File: config.mk
export PLATFORM = sky130hd
export DESIGN_NAME = alu_uart_sequencer
export DESIGN_NICKNAME = d
export VERILOG_FILES = /design/src/rtl/alu_uart_sequencer_pkg.sv /design/src/rtl/alu_uart_sequencer_timeout_timer.sv /design/src/rtl/alu_uart_sequencer.sv
export SDC_FILE = /design/constraint.sdc
export NUM_CORES = 1
export LEC_CHECK = 0
export ABC_AREA = 1
export ABC_CLOCK_PERIOD_IN_PS = 2400
export CORE_ASPECT_RATIO = 2
export CORE_MARGIN = 1
export CORE_UTILIZATION = 40
export DETAILED_ROUTE_END_ITERATION = 16
export PLACE_DENSITY = 0.69
export SYNTH_ARGS = -nofsm -noshare
export SYNTH_HDL_FRONTEND = slang
export SYNTH_SLANG_ARGS = --single-unit
File: constraint.sdc
create_clock -name clk -period 2.4 [get_ports clk]
set_clock_uncertainty 0.05 [all_clocks]
set_input_delay 0.48 -clock clk [delete_from_list [all_inputs] [get_ports clk]]
set_output_delay 0.48 -clock clk [all_outputs]
set_load 0.05 [all_outputs]
File: src/rtl/alu_uart_sequencer_pkg.sv
// Shared types and constants for the ALU UART sequencer: frame states,
// state_id phase codes and the highest legal command byte.
package alu_seq_pkg;

    typedef enum logic [2:0] {
        ST_IDLE,
        ST_OP1_LO,
        ST_OP1_HI,
        ST_OP2_LO,
        ST_OP2_HI,
        ST_CMD,
        ST_EXEC,
        ST_WAIT_TX
    } seq_state_e;

    localparam logic [1:0] SID_IDLE = 2'b00;
    localparam logic [1:0] SID_OP1  = 2'b01;
    localparam logic [1:0] SID_OP2  = 2'b10;
    localparam logic [1:0] SID_CMD  = 2'b11;

    localparam logic [1:0] CMD_MAX = 2'd3;

    function automatic logic [1:0] state_to_id(seq_state_e s);
        case (s)
            ST_IDLE:              return SID_IDLE;
            ST_OP1_LO, ST_OP1_HI: return SID_OP1;
            ST_OP2_LO, ST_OP2_HI: return SID_OP2;
            default:              return SID_CMD;
        endcase
    endfunction

    function automatic logic cmd_is_valid(logic [7:0] b);
        return b <= {6'd0, CMD_MAX};
    endfunction

endpackage

File: src/rtl/alu_uart_sequencer_timeout_timer.sv
// Inter-byte watchdog: counts enabled cycles since the last clear and
// pulses expire when the count reaches TIMEOUT_CYCLES-1.
module seq_timeout_timer #(
    parameter int TIMEOUT_CYCLES = 50000000
) (
    input  logic clk,
    input  logic reset,
    input  logic clear,
    input  logic enable,
    output logic expire
);
    localparam int CW = $clog2(TIMEOUT_CYCLES + 1);
    localparam logic [CW-1:0] LAST = CW'(TIMEOUT_CYCLES - 1);

    logic [CW-1:0] count_q;
    logic [CW-1:0] count_d;

    always_comb begin
        count_d = count_q;
        if (clear || !enable) begin
            count_d = '0;
        end else if (count_q != LAST) begin
            count_d = count_q + CW'(1);
        end
    end

    // A byte arriving on the final cycle wins over the expiry.
    assign expire = enable && !clear && (count_q == LAST);

    always_ff @(posedge clk) begin
        if (reset) begin
            count_q <= '0;
        end else begin
            count_q <= count_d;
        end
    end
endmodule

File: src/rtl/alu_uart_sequencer.sv
// Assembles OP1, OP2 and CMD from a byte stream and triggers the result transmitter.
// Define SEQ_TIMEOUT_EN to build in the mid-frame inter-byte timeout.
module alu_uart_sequencer
    import alu_seq_pkg::*;
#(
    parameter int N_BITS         = 16,
    parameter int TIMEOUT_CYCLES = 50000000
) (
    input  logic              clk,
    input  logic              reset,
    input  logic [7:0]        rx_data,
    input  logic              rx_ready,
    input  logic              tx_busy,
    output logic [N_BITS-1:0] op1,
    output logic [N_BITS-1:0] op2,
    output logic [1:0]        alu_ctrl,
    output logic [1:0]        state_id,
    output logic              result_valid,
    output logic              cmd_err,
    output logic              overrun,
    output logic              timeout_err
);
    seq_state_e        state_q, state_d;
    logic [7:0]        shadow_q, shadow_d;
    logic [N_BITS-1:0] op1_q, op1_d;
    logic [N_BITS-1:0] op2_q, op2_d;
    logic [1:0]        alu_ctrl_q, alu_ctrl_d;
    logic [1:0]        state_id_q;
    logic              result_valid_q, result_valid_d;
    logic              cmd_err_q, cmd_err_d;
    logic              overrun_q, overrun_d;

`ifdef SEQ_TIMEOUT_EN
    logic timeout_err_q, timeout_err_d;
    logic timer_expire;
    logic mid_frame;

    assign mid_frame = (state_q == ST_OP1_HI) || (state_q == ST_OP2_LO) ||
                       (state_q == ST_OP2_HI) || (state_q == ST_CMD);

    seq_timeout_timer #(
        .TIMEOUT_CYCLES (TIMEOUT_CYCLES)
    ) u_timer (
        .clk    (clk),
        .reset  (reset),
        .clear  (rx_ready),
        .enable (mid_frame),
        .expire (timer_expire)
    );

    assign timeout_err = timeout_err_q;
`else
    assign timeout_err = 1'b0;
`endif

    always_comb begin
        state_d        = state_q;
        shadow_d       = shadow_q;
        op1_d          = op1_q;
        op2_d          = op2_q;
        alu_ctrl_d     = alu_ctrl_q;
        result_valid_d = 1'b0;
        cmd_err_d      = 1'b0;
        overrun_d      = 1'b0;

        case (state_q)
            // IDLE doubles as the OP1 low-byte wait; the first byte of a frame lands here.
            ST_IDLE, ST_OP1_LO: begin
                if (rx_ready) begin
                    shadow_d = rx_data;
                    state_d  = ST_OP1_HI;
                end
            end
            ST_OP1_HI: begin
                if (rx_ready) begin
                    op1_d   = N_BITS'({rx_data, shadow_q});
                    state_d = ST_OP2_LO;
                end
            end
            ST_OP2_LO: begin
                if (rx_ready) begin
                    shadow_d = rx_data;
                    state_d  = ST_OP2_HI;
                end
            end
            ST_OP2_HI: begin
                if (rx_ready) begin
                    op2_d   = N_BITS'({rx_data, shadow_q});
                    state_d = ST_CMD;
                end
            end
            ST_CMD: begin
                if (rx_ready) begin
                    if (cmd_is_valid(rx_data)) begin
                        alu_ctrl_d = rx_data[1:0];
                        state_d    = ST_EXEC;
                    end else begin
                        cmd_err_d = 1'b1;
                        state_d   = ST_IDLE;
                    end
                end
            end
            // Bytes arriving while a result is pending are dropped and flagged.
            ST_EXEC, ST_WAIT_TX: begin
                overrun_d = rx_ready;
                if (!tx_busy) begin
                    result_valid_d = 1'b1;
                    state_d        = ST_IDLE;
                end else begin
                    state_d = ST_WAIT_TX;
                end
            end
            default: state_d = ST_IDLE;
        endcase

`ifdef SEQ_TIMEOUT_EN
        timeout_err_d = 1'b0;
        if (timer_expire) begin
            timeout_err_d = 1'b1;
            state_d       = ST_IDLE;
        end
`endif
    end

    always_ff @(posedge clk) begin
        if (reset) begin
            state_q        <= ST_IDLE;
            shadow_q       <= '0;
            op1_q          <= '0;
            op2_q          <= '0;
            alu_ctrl_q     <= '0;
            state_id_q     <= SID_IDLE;
            result_valid_q <= 1'b0;
            cmd_err_q      <= 1'b0;
            overrun_q      <= 1'b0;
`ifdef SEQ_TIMEOUT_EN
            timeout_err_q  <= 1'b0;
`endif
        end else begin
            state_q        <= state_d;
            shadow_q       <= shadow_d;
            op1_q          <= op1_d;
            op2_q          <= op2_d;
            alu_ctrl_q     <= alu_ctrl_d;
            state_id_q     <= state_to_id(state_d);
            result_valid_q <= result_valid_d;
            cmd_err_q      <= cmd_err_d;
            overrun_q      <= overrun_d;
`ifdef SEQ_TIMEOUT_EN
            timeout_err_q  <= timeout_err_d;
`endif
        end
    end

    assign op1          = op1_q;
    assign op2          = op2_q;
    assign alu_ctrl     = alu_ctrl_q;
    assign state_id     = state_id_q;
    assign result_valid = result_valid_q;
    assign cmd_err      = cmd_err_q;
    assign overrun      = overrun_q;
endmodule

=== Word level (Yosys, flattened, before mapping) ===
Cells that the tools add are included.

* Word-level logic and storage cells: 48
* Flip-flop bits (word level): 50
* Input bits: 12

* $lt $le $gt $ge: 1
* Bitwise gates (word level): 3
* Reductions and logical operators: 13
* Muxes and demuxes: 11
* Eq/ne operators: 11

{| class="wikitable"
|+ Operators with widths
! operator !! number
|-
| two-way mux 3 bit || 7
|-
| case mux 3 bit (6 select lines) || 1
|-
| equality test 3 bit, second input constant || 5
|-
| equality test 3 x 2 -> 1 bit, second input constant || 4
|-
| OR reduction 2 bit || 5
|-
| <= comparator 8 x 2 -> 1 bit, second input constant || 1
|-
| equality test 3 x 1 -> 1 bit, second input constant || 2
|-
| zero test 3 bit || 2
|-
| case mux 2 bit (3 select lines) || 1
|-
| AND reduction 2 bit || 3
|-
| OR reduction 3 bit || 2
|-
| inverter 1 bit || 3
|-
| AND reduction 3 bit || 1
|-
| two-way mux 1 bit || 2
|}

=== Depth between registers and ports, before layout ===
Gate-level depths: netlist of the first run.

* Depth after elaboration: 7
* Gate-level depth with buffers: 11

=== Least setup slack after synthesis of the first run ===
No wires, ideal clock.

* Path kind: input port to flip-flop
* Start: input port rx_ready
* End: register op1_q[15] (netlist: op1[15])
* Setup time: 0.116 ns
* Setup slack: 1.118 ns
* Stages: 7
* Arrival: 1.117 ns
* Buffers on the path: 1
* Data required time: 2.234 ns
* Cells stage by stage: inv_2 nor2_1 nand2_2 clkinv_2 buf_6 nor2_1 nor2_1

* Cells in the longest elaborated chain, start to end: 1

{| class="wikitable"
|+ Ends and longest elaborated chain
! element !! line !! text
|-
| from (decl) || alu_uart_sequencer.sv:12 || <nowiki>input logic rx_ready,</nowiki>
|-
| AND reduction 2 bit (no line) || -- ||
|-
| to (signal assigned) || alu_uart_sequencer.sv:142 || <nowiki>op1_q <= op1_d;</nowiki>
|-
| to (decl) || alu_uart_sequencer.sv:25 || <nowiki>logic [N_BITS-1:0] op1_q, op1_d;</nowiki>
|}

Every way passes these cells.
A chain may end at the register's enable or synchronous reset.

=== Worst setup path in the final report of the first run ===
* Start: register op2_q[0] (netlist: op2[0])
* End: output port op2[0]

{| class="wikitable"
|+ RTL lines
! element !! line !! text
|-
| from (decl) || alu_uart_sequencer.sv:26 || <nowiki>logic [N_BITS-1:0] op2_q, op2_d;</nowiki>
|-
| from (signal assigned) || alu_uart_sequencer.sv:143 || <nowiki>op2_q <= op2_d;</nowiki>
|-
| to (decl) || alu_uart_sequencer.sv:15 || <nowiki>output logic [N_BITS-1:0] op2,</nowiki>
|}

No word-level cell between the ends.

==> results.toml, run 1 <==
[clocking]
clockBufferDepth = 2
cts.sinks = 50
post_cts_resized = 0
cts_buffers = 5
postCtsSetupRepairBufs = 0
ctsHoldBuffers = 0
clock_latency_ps = 300
cts_root_buffer = "clkbuf_8"
clk_pin_slew_worst_paths_ps = 90
cts_htree_levels = 2
cts_tree = "yes"

[critical_path]
cp-start-kind = "flip-flop"
worstPathArrival_ps = 1470
path_delay_family = "buffers and inverters"
cp.required_ps = 1870
critPathMaxStageDelay_ps = 810
path_class = "reg2out"
crit_chain = "clkdlybuf4s50_1"
end_kind = "output pin"
cpMaxStageDelayCell = "clkdlybuf4s50_1"
worst-path-buf-inv = 1
critPathMaxFanout = 2

[synth]
synth_cell_types = 25
syn_area_sq_um = 1847
synthFlopType = "dfxtp_1"
yosysMostFrequentCell = "nor2_1"
synth_area_per_cell_sq_um = 7.760
synth_largest_area_cell = "dfxtp_1"
yosysTopAreaCellShare = 0.5420
synth-edff-count = 0
ys_seq_area_frac = 0.5420
synth_commonest_cells = "nor2_1, dfxtp_1, o21ai_0"
yosys-top-cells-area = "dfxtp_1, nor2_1, o21ai_0"
synth_nets = 250
synth-seq-cells = 50
ys.warnings.count = 0
synthCells = 238
ys_async_sr_fraction = 0

[timing]
finalMaxSlewViolations = 0
fin_crit_ps = 2000
holdWs_ps = 436.7
fmax_ghz = 0.5001
fin_crit_sh = 0.8332
relSlewSlack = 0.6590
tns_ps = 0
setup_violations = 0
worstMarginPinSlew_ps = 509.8
hold_viol_final = 0
rsz0062_at_grt = "no"

[flow_run]
max_cap_violations = 0

[global_route]
antenna_found_initial = 0
grt_pass1_wl_microns = 7093
grt_usage = 0.1872
grt_pass1_vias = 1560
grt_max_degree = 46
grt_overflow = 0

[floorplan]
num_io_pins = 52
die_width_microns = 50.05
dieArea_sq_um = 4909
die-height_microns = 98.09
coreArea_sq_um = 4382
start_util = 0.4215
rows = 34

[layout]
diodes = 0
nets = 301
design_area_sq_um = 2497
layout-drive-gt1-share = 0.08276
syn_to_final_growth_pct = 35.23
nFillCells = 425
utilization = 0.5700

[outcome]
status = "finished, final reports clean"

[placement]
place_congestion = 0.8971
hpwl_microns = 3082
placed_cell_area_sq_um = 2391
numPortBuffers = 50

[pwr]
leakagePower_nw = 1.070
ir_drop_mv = 0.6406
pwr_density_cell_nw_per_um2 = 731.8

[route]
wire_per_inst_microns = 12.21
postRouteAntennaNets = 0
drt-total-wl_microns = 4201
drtIter0Drc = 41
drcViolationCount = 0
vias_per_cell = 4.834
dr.pass1.iters = 4
vias = 1663

[worst_hold_path]
hold_class = "reg2reg"
==> flip-flops by register name, summed over array words and instances (netlist names) <==
| register | count |
|---|---|
| cmd_err | 1 |
| alu_ctrl | 2 |
| result_valid | 1 |
| op2 | 16 |
| shadow_q | 8 |
| op1 | 16 |
| state_q | 3 |
| overrun | 1 |
| state_id | 2 |
==> report_power, final <==
part | internal, mW | switching [mW] | total [mW]
logic | 0.113 | 0.226 | 0.340
registers | 0.880 | 0.0332 | 0.913
clock network | 0.312 | 0.263 | 0.575
==> stage by stage <==
step | power (mW) | instances | setup WS (ps)
6_report | 1.828 | 344 | 400.4
5_1_grt | 1.909 | 344 | 360.4
4_1_cts | 1.846 | 344 | 381.3
3_5_place_dp | 1.274 | 336 | 258.5
3_3_place_gp | 1.272 | 336 | 262.5
2_1_floorplan | 1.156 | 238 | 1118
==> cell usage in the layout (no fill, tap or decap), drive strengths merged, types with 4 or more instances in the layout <==
cell and n:
a21oi 7, buf 4, clkbuf 7, clkdlybuf4s50 50, dfxtp 50, inv 16
nand2 17, nand3 6, nor2 81, nor3 4, o21ai 42
==> final cells by class <==
class	instances	area [sq um]	share of cell area
well taps	54	67.56	0.02705
flip-flops and latches	50	1001	0.4008
repair buffers	54	530.5	0.2124
inverters	17	65.06	0.02605
clock buffers	7	76.32	0.03056
clock inverters	1	30.03	0.01202
multi-input cells	161	726.9	0.2911
==> layer usage <==
layer	GRT usage	part of all wire
met5	0	0
met4	0.09670	0.021
met3	0.01869	0.034
met2	0.3221	0.54
met1	0.2211	0.40
==> cell families after synthesis <==
logic type / share of synthesized area
AOI/OAI and AO/OA: 0.1423
buffers and inverters: 0.06435
DFF: 0.5420
other: 0.002031
and+or+nand+nor: 0.2493
==> path summary, 6_finish.rpt <==
| check | startpoint | to | slack, ps | cells past startpoint |
|---|---|---|---|---|
| hold reg to reg | op1[2] | op1[2] | 440 | 2 |
| hold / removal | op1[2] | op1[2] | 440 | 2 |
| setup reg to reg | state_q[0] | state_id[0] | 890 | 9 |
| setup / recovery | op2[0] | op2[0] | 400 | 1 |
No activity file was read; power rests on OpenSTA's default activity.
==> run 2, diff against run 1 <==
--- a/config.mk
+++ b/config.mk
@@ -6,7 +6,7 @@
 export NUM_CORES = 1
 export LEC_CHECK = 0
 export ABC_AREA = 1
-export ABC_CLOCK_PERIOD_IN_PS = 2400
+export ABC_CLOCK_PERIOD_IN_PS = 2100
 export CORE_ASPECT_RATIO = 2
 export CORE_MARGIN = 1
 export CORE_UTILIZATION = 40
==> constraint.sdc (replaced) <==
create_clock -name clk -period 2.1 [get_ports clk]
set_clock_uncertainty 0.05 [all_clocks]
set_input_delay 0.42 -clock clk [delete_from_list [all_inputs] [get_ports clk]]
set_output_delay 0.42 -clock clk [all_outputs]
set_load 0.05 [all_outputs]
==> run 2 against run 1 <==
  * Clock power fell by 1%
  * Sequential power is 14% higher
  * Sequential cell count stayed put
  * Via count grew 1.2%
  * Non-clock buffer count up 2
  * Utilization increased by 0.37 points
==> results.toml, run 2 (synthesis gave the netlist of run 1 again) <==
[critical_path]
r2r-start = "state_q[2]"
critPathMaxFanout = 2
worstPathArrival_ps = 1460
worst-path-buf-inv = 1
cpMaxStageDelayCell = "clkdlybuf4s50_1"
path_delay_family = "buffers and inverters"
cp-start-kind = "flip-flop"
cp.required_ps = 1630
crit_chain = "clkdlybuf4s50_1"
path_class = "reg2out"
critPathMaxStageDelay_ps = 810
crit_path_start = "op1[6]"
end_kind = "output pin"

[route]
vias_per_cell = 4.864
dr.pass1.iters = 4
drt-total-wl_microns = 4240
vias = 1683
drcViolationCount = 0
wire_per_inst_microns = 12.25
drtIter0Drc = 34
postRouteAntennaNets = 0

[layout]
diodes = 0
final_cell_mix = "nor2_1, dfxtp_1, clkdlybuf4s50_1"
nets = 303
syn_to_final_growth_pct = 36.11
final_common_cell = "nor2_1"
layout-drive-gt1-share = 0.09589

[pwr]
total_power_mw = 2.005
ir_drop_mv = 0.6025
pwr_density_cell_nw_per_um2 = 797.5
leakagePower_nw = 1.078

[floorplan]
num_io_pins = 52
coreArea_sq_um = 4382
die_width_microns = 50.05
dieArea_sq_um = 4909
die-height_microns = 98.09
start_util = 0.4215
rows = 34

[worst_hold_path]
holdCritStartpoint = "op1[2]"
hold_class = "reg2reg"

[global_route]
grt_usage = 0.1876
grt_pass1_vias = 1562
grt_pass1_wl_microns = 7072
antenna_found_initial = 0
grt_max_degree = 46
grt_overflow = 0

[clocking]
cts_buffers = 5
cts_tree = "yes"
cts_root_buffer = "clkbuf_8"
ctsHoldBuffers = 0
post_cts_resized = 0
clock_latency_ps = 300
cts_htree_levels = 2
clockBufferDepth = 2
postCtsSetupRepairBufs = 0
clk_pin_slew_worst_paths_ps = 90
cts.sinks = 50

[timing]
worstMarginPinSlew_ps = 504.6
tns_ps = 0
fin_crit_ps = 1932
relSlewSlack = 0.6625
finalMaxSlewViolations = 0
fin_crit_sh = 0.9198
setup_violations = 0
hold_viol_final = 0
rsz0062_at_grt = "no"
fmax_ghz = 0.5177

[placement]
numPortBuffers = 50
hpwl_microns = 3156
place_congestion = 0.7841

[flow_run]
max_cap_violations = 0

[outcome]
status = "finished, final reports clean"
## run 2: cell types whose count changed in the layout (fill, tap and decap cells not counted)
cell	delta
bufinv_16	-1
clkinv_2	+1
clkbuf_1	-2
clkbuf_8	+1
clkinvlp_4	+1
buf_12	+1
buf_4	+1
## run 2: metal layers
| layer | global-route usage | vias up | wire [microns] |
|---|---|---|---|
| li1 | - | 860 | - |
| met1 | 0.2018 | 772 | 1690 |
| met2 | 0.3385 | 44 | 2305 |
| met3 | 0.02648 | 7 | 146 |
| met4 | 0.09670 | 0 | 97 |
| met5 | 0 | - | 0 |
## run 2: area by class of cell
cell class	count	area (sq um)
Fill cell	415	1868
Sequential cell	50	1001
Multi-Input combinational cell	161	726.9
Timing Repair Buffer	56	558.0
Clock buffer	6	82.58
Tap cell	54	67.56
Inverter	17	65.06
Clock inverter	2	12.51
## run 2: path summary, 6_finish.rpt
check,slack [ps],cells past startpoint,end
setup / recovery,170,1,op1[6]
hold / removal,450,2,op1[2]
setup reg to reg,710,5,op1[11]
hold reg to reg,450,2,op1[2]
## run 2: power breakdown
part	internal, mW	switching (mW)
Sequential	1.01	0.0376
Clock	0.265	0.303
Combinational	0.134	0.260
## run 2: through the flow
stage	utilization	instances	hold WS, ps	area [sq um]	worst slack (ps)
floorplan	-	238	415.8	1847	872.4
global placement	0.5520	338	427.5	2419	114.1
detailed placement	0.5520	338	428.9	2419	89.73
CTS	0.5737	346	450.3	2514	155.8
global route	0.5737	346	459.0	2514	123.0
finish	0.5737	346	446.5	2514	168.5
==> run 3, diff against run 2 <==
--- a/config.mk
+++ b/config.mk
@@ -10,6 +10,7 @@
 export CORE_ASPECT_RATIO = 2
 export CORE_MARGIN = 1
 export CORE_UTILIZATION = 40
+export CTS_CLUSTER_SIZE = 30
 export DETAILED_ROUTE_END_ITERATION = 16
 export PLACE_DENSITY = 0.69
 export SYNTH_ARGS = -nofsm -noshare
==> results of run 3 <==
The final DEF is identical to that of run 2; final timing and power are the same.
==> RTL edit: new RTL, settings of run 3 <==
Register the output `overrun` once more, without a reset; this adds one clock of latency there. The other outputs are not delayed to match.
--- a/src/rtl/alu_uart_sequencer.sv
+++ b/src/rtl/alu_uart_sequencer.sv
@@ -159,5 +159,7 @@
     assign result_valid = result_valid_q;
     assign cmd_err      = cmd_err_q;
-    assign overrun      = overrun_q;
+    always_ff @(posedge clk) begin
+        overrun <= overrun_q;
+    end
 endmodule
 
Function: changed (a bounded check fails within 10 cycles, from zero or initial values and one cycle with reset high).
==> RTL edit against run 3 <==
- total power grew 4.4%
- synthesized cell count grew 0.42%
- design area grew 0.65%
- worst hold slack lost 170 ps
- sequential cell count grew 1
- synthesized area grew 1.1%
- routed wire length shrank 7.1%
- critical path depth is the same
- setup slack lost 2.6 ps
- core utilization shrank 0.18 points
- non-clock buffer count shrank 2
- critical endpoint is now op2[13]
- largest cell class unchanged
- highest routed layer unchanged
==> RTL edit: results <==
[route]
drt_wl_total_um = 3940
via_count = 1649
drtIter0Drc = 29

[logic_synthesis]
synth.cells.most_frequent = 79 x nor2_1, 51 x dfxtp_1, 42 x o21ai_0
synthTopCellsByArea = dfxtp_1 55%, nor2_1 16%, o21ai_0 11%
seq_area_frac_synth_pct = 54.7
yosysMostFrequentCell = nor2_1

[cells_and_area]
register_area_um2 = 1020
drive_above_1_share_pct = 8.62
fill_cells = 425
final_nets = 302

[clock_network]
clkLatencyLatePin_ps = 290
cts_resized = 0
clk_pin_slew_ps = 90

[global_route]
grt_pass1_wl_um = 6880
grt_pass1_vias = 1526
grt_usage_pct = 17.8

[placement]
place_area_um2 = 2420
place_congestion = 0.902
place_ws_ps = 125
dp_hpwl_um = 2940

[setup_path]
reg2regPathDepth = 9
r2r-start = state_q[1]
r2r_slack_ps = 610

[power]
ir_worst_vdd_uv = 668
leakage_nw = 1.08

[timing]
timing.hold.ws_ps = 281
worst_pin_slew_ps = 526

[worst_hold_path]
hold_start = overrun_q
min_to = overrun
min_delay_path_depth = 0

[outcome]
status = finished, final reports clean
## RTL edit: cell types whose count changed in the layout (fill, tap and decap cells not counted), sizes merged
cell | run 3 | this run
dfxtp | 50 | 51
clkinv | 2 | 1
bufinv | 0 | 1
buf | 6 | 4
clkbuf | 6 | 5
## RTL edit: worst max-delay path by stage
stage	from	end	slack [ps]	cells past startpoint
finish	op2[13]	op2[13]	170	1
global route	op1[9]	op1[9]	110	1
CTS	op1[9]	op1[9]	150	1
detailed placement	rx_data[6]	state_id[0]	130	10
global placement	rx_data[6]	state_id[0]	140	10
floorplan	state_q[0]	op2[12]	870	7
## RTL edit: cell families (layout without fill, tap and decap cells)
group,count (synthesis),after routing,synth area share [%]
compound gates,51,51,14.1
buf+inv,27,78,6.37
flops,51,51,54.7
other cells,1,1,0.201
simple gates,109,109,24.7
## RTL edit: metal layers
metal	up-vias	wire length (um)	track usage [%]
met2	50	1950	29.2
met3	10	160	3.55
met5	-	0	0
met4	0	104	8.76
li1	856	-	-
met1	733	1730	21.5
## RTL edit: final cells by class
type | count | area share, %
Clock inverter | 2 | 1.48
Tap cell | 54 | 2.67
Multi-Input combinational cell | 161 | 28.7
Clock buffer | 5 | 2.72
Inverter | 17 | 2.57
Sequential cell | 51 | 40.4
Timing Repair Buffer | 54 | 21.5
## RTL edit: per-stage QoR
| step | power [mW] | cells |
|---|---|---|
| 2_1_floorplan | 1.34 | 239 |
| 3_3_place_gp | 1.47 | 337 |
| 3_5_place_dp | 1.47 | 337 |
| 4_1_cts | 2.12 | 344 |
| 5_1_grt | 2.19 | 344 |
| 6_report | 2.09 | 344 |
## RTL edit: where the power goes
group / leakage, nW / switching (mW) / total (mW) / internal, mW
Clock: 0.0502 / 0.294 / 0.642 / 0.348
Combinational: 0.614 / 0.257 / 0.389 / 0.132
Sequential: 0.416 / 0.0365 / 1.06 / 1.02
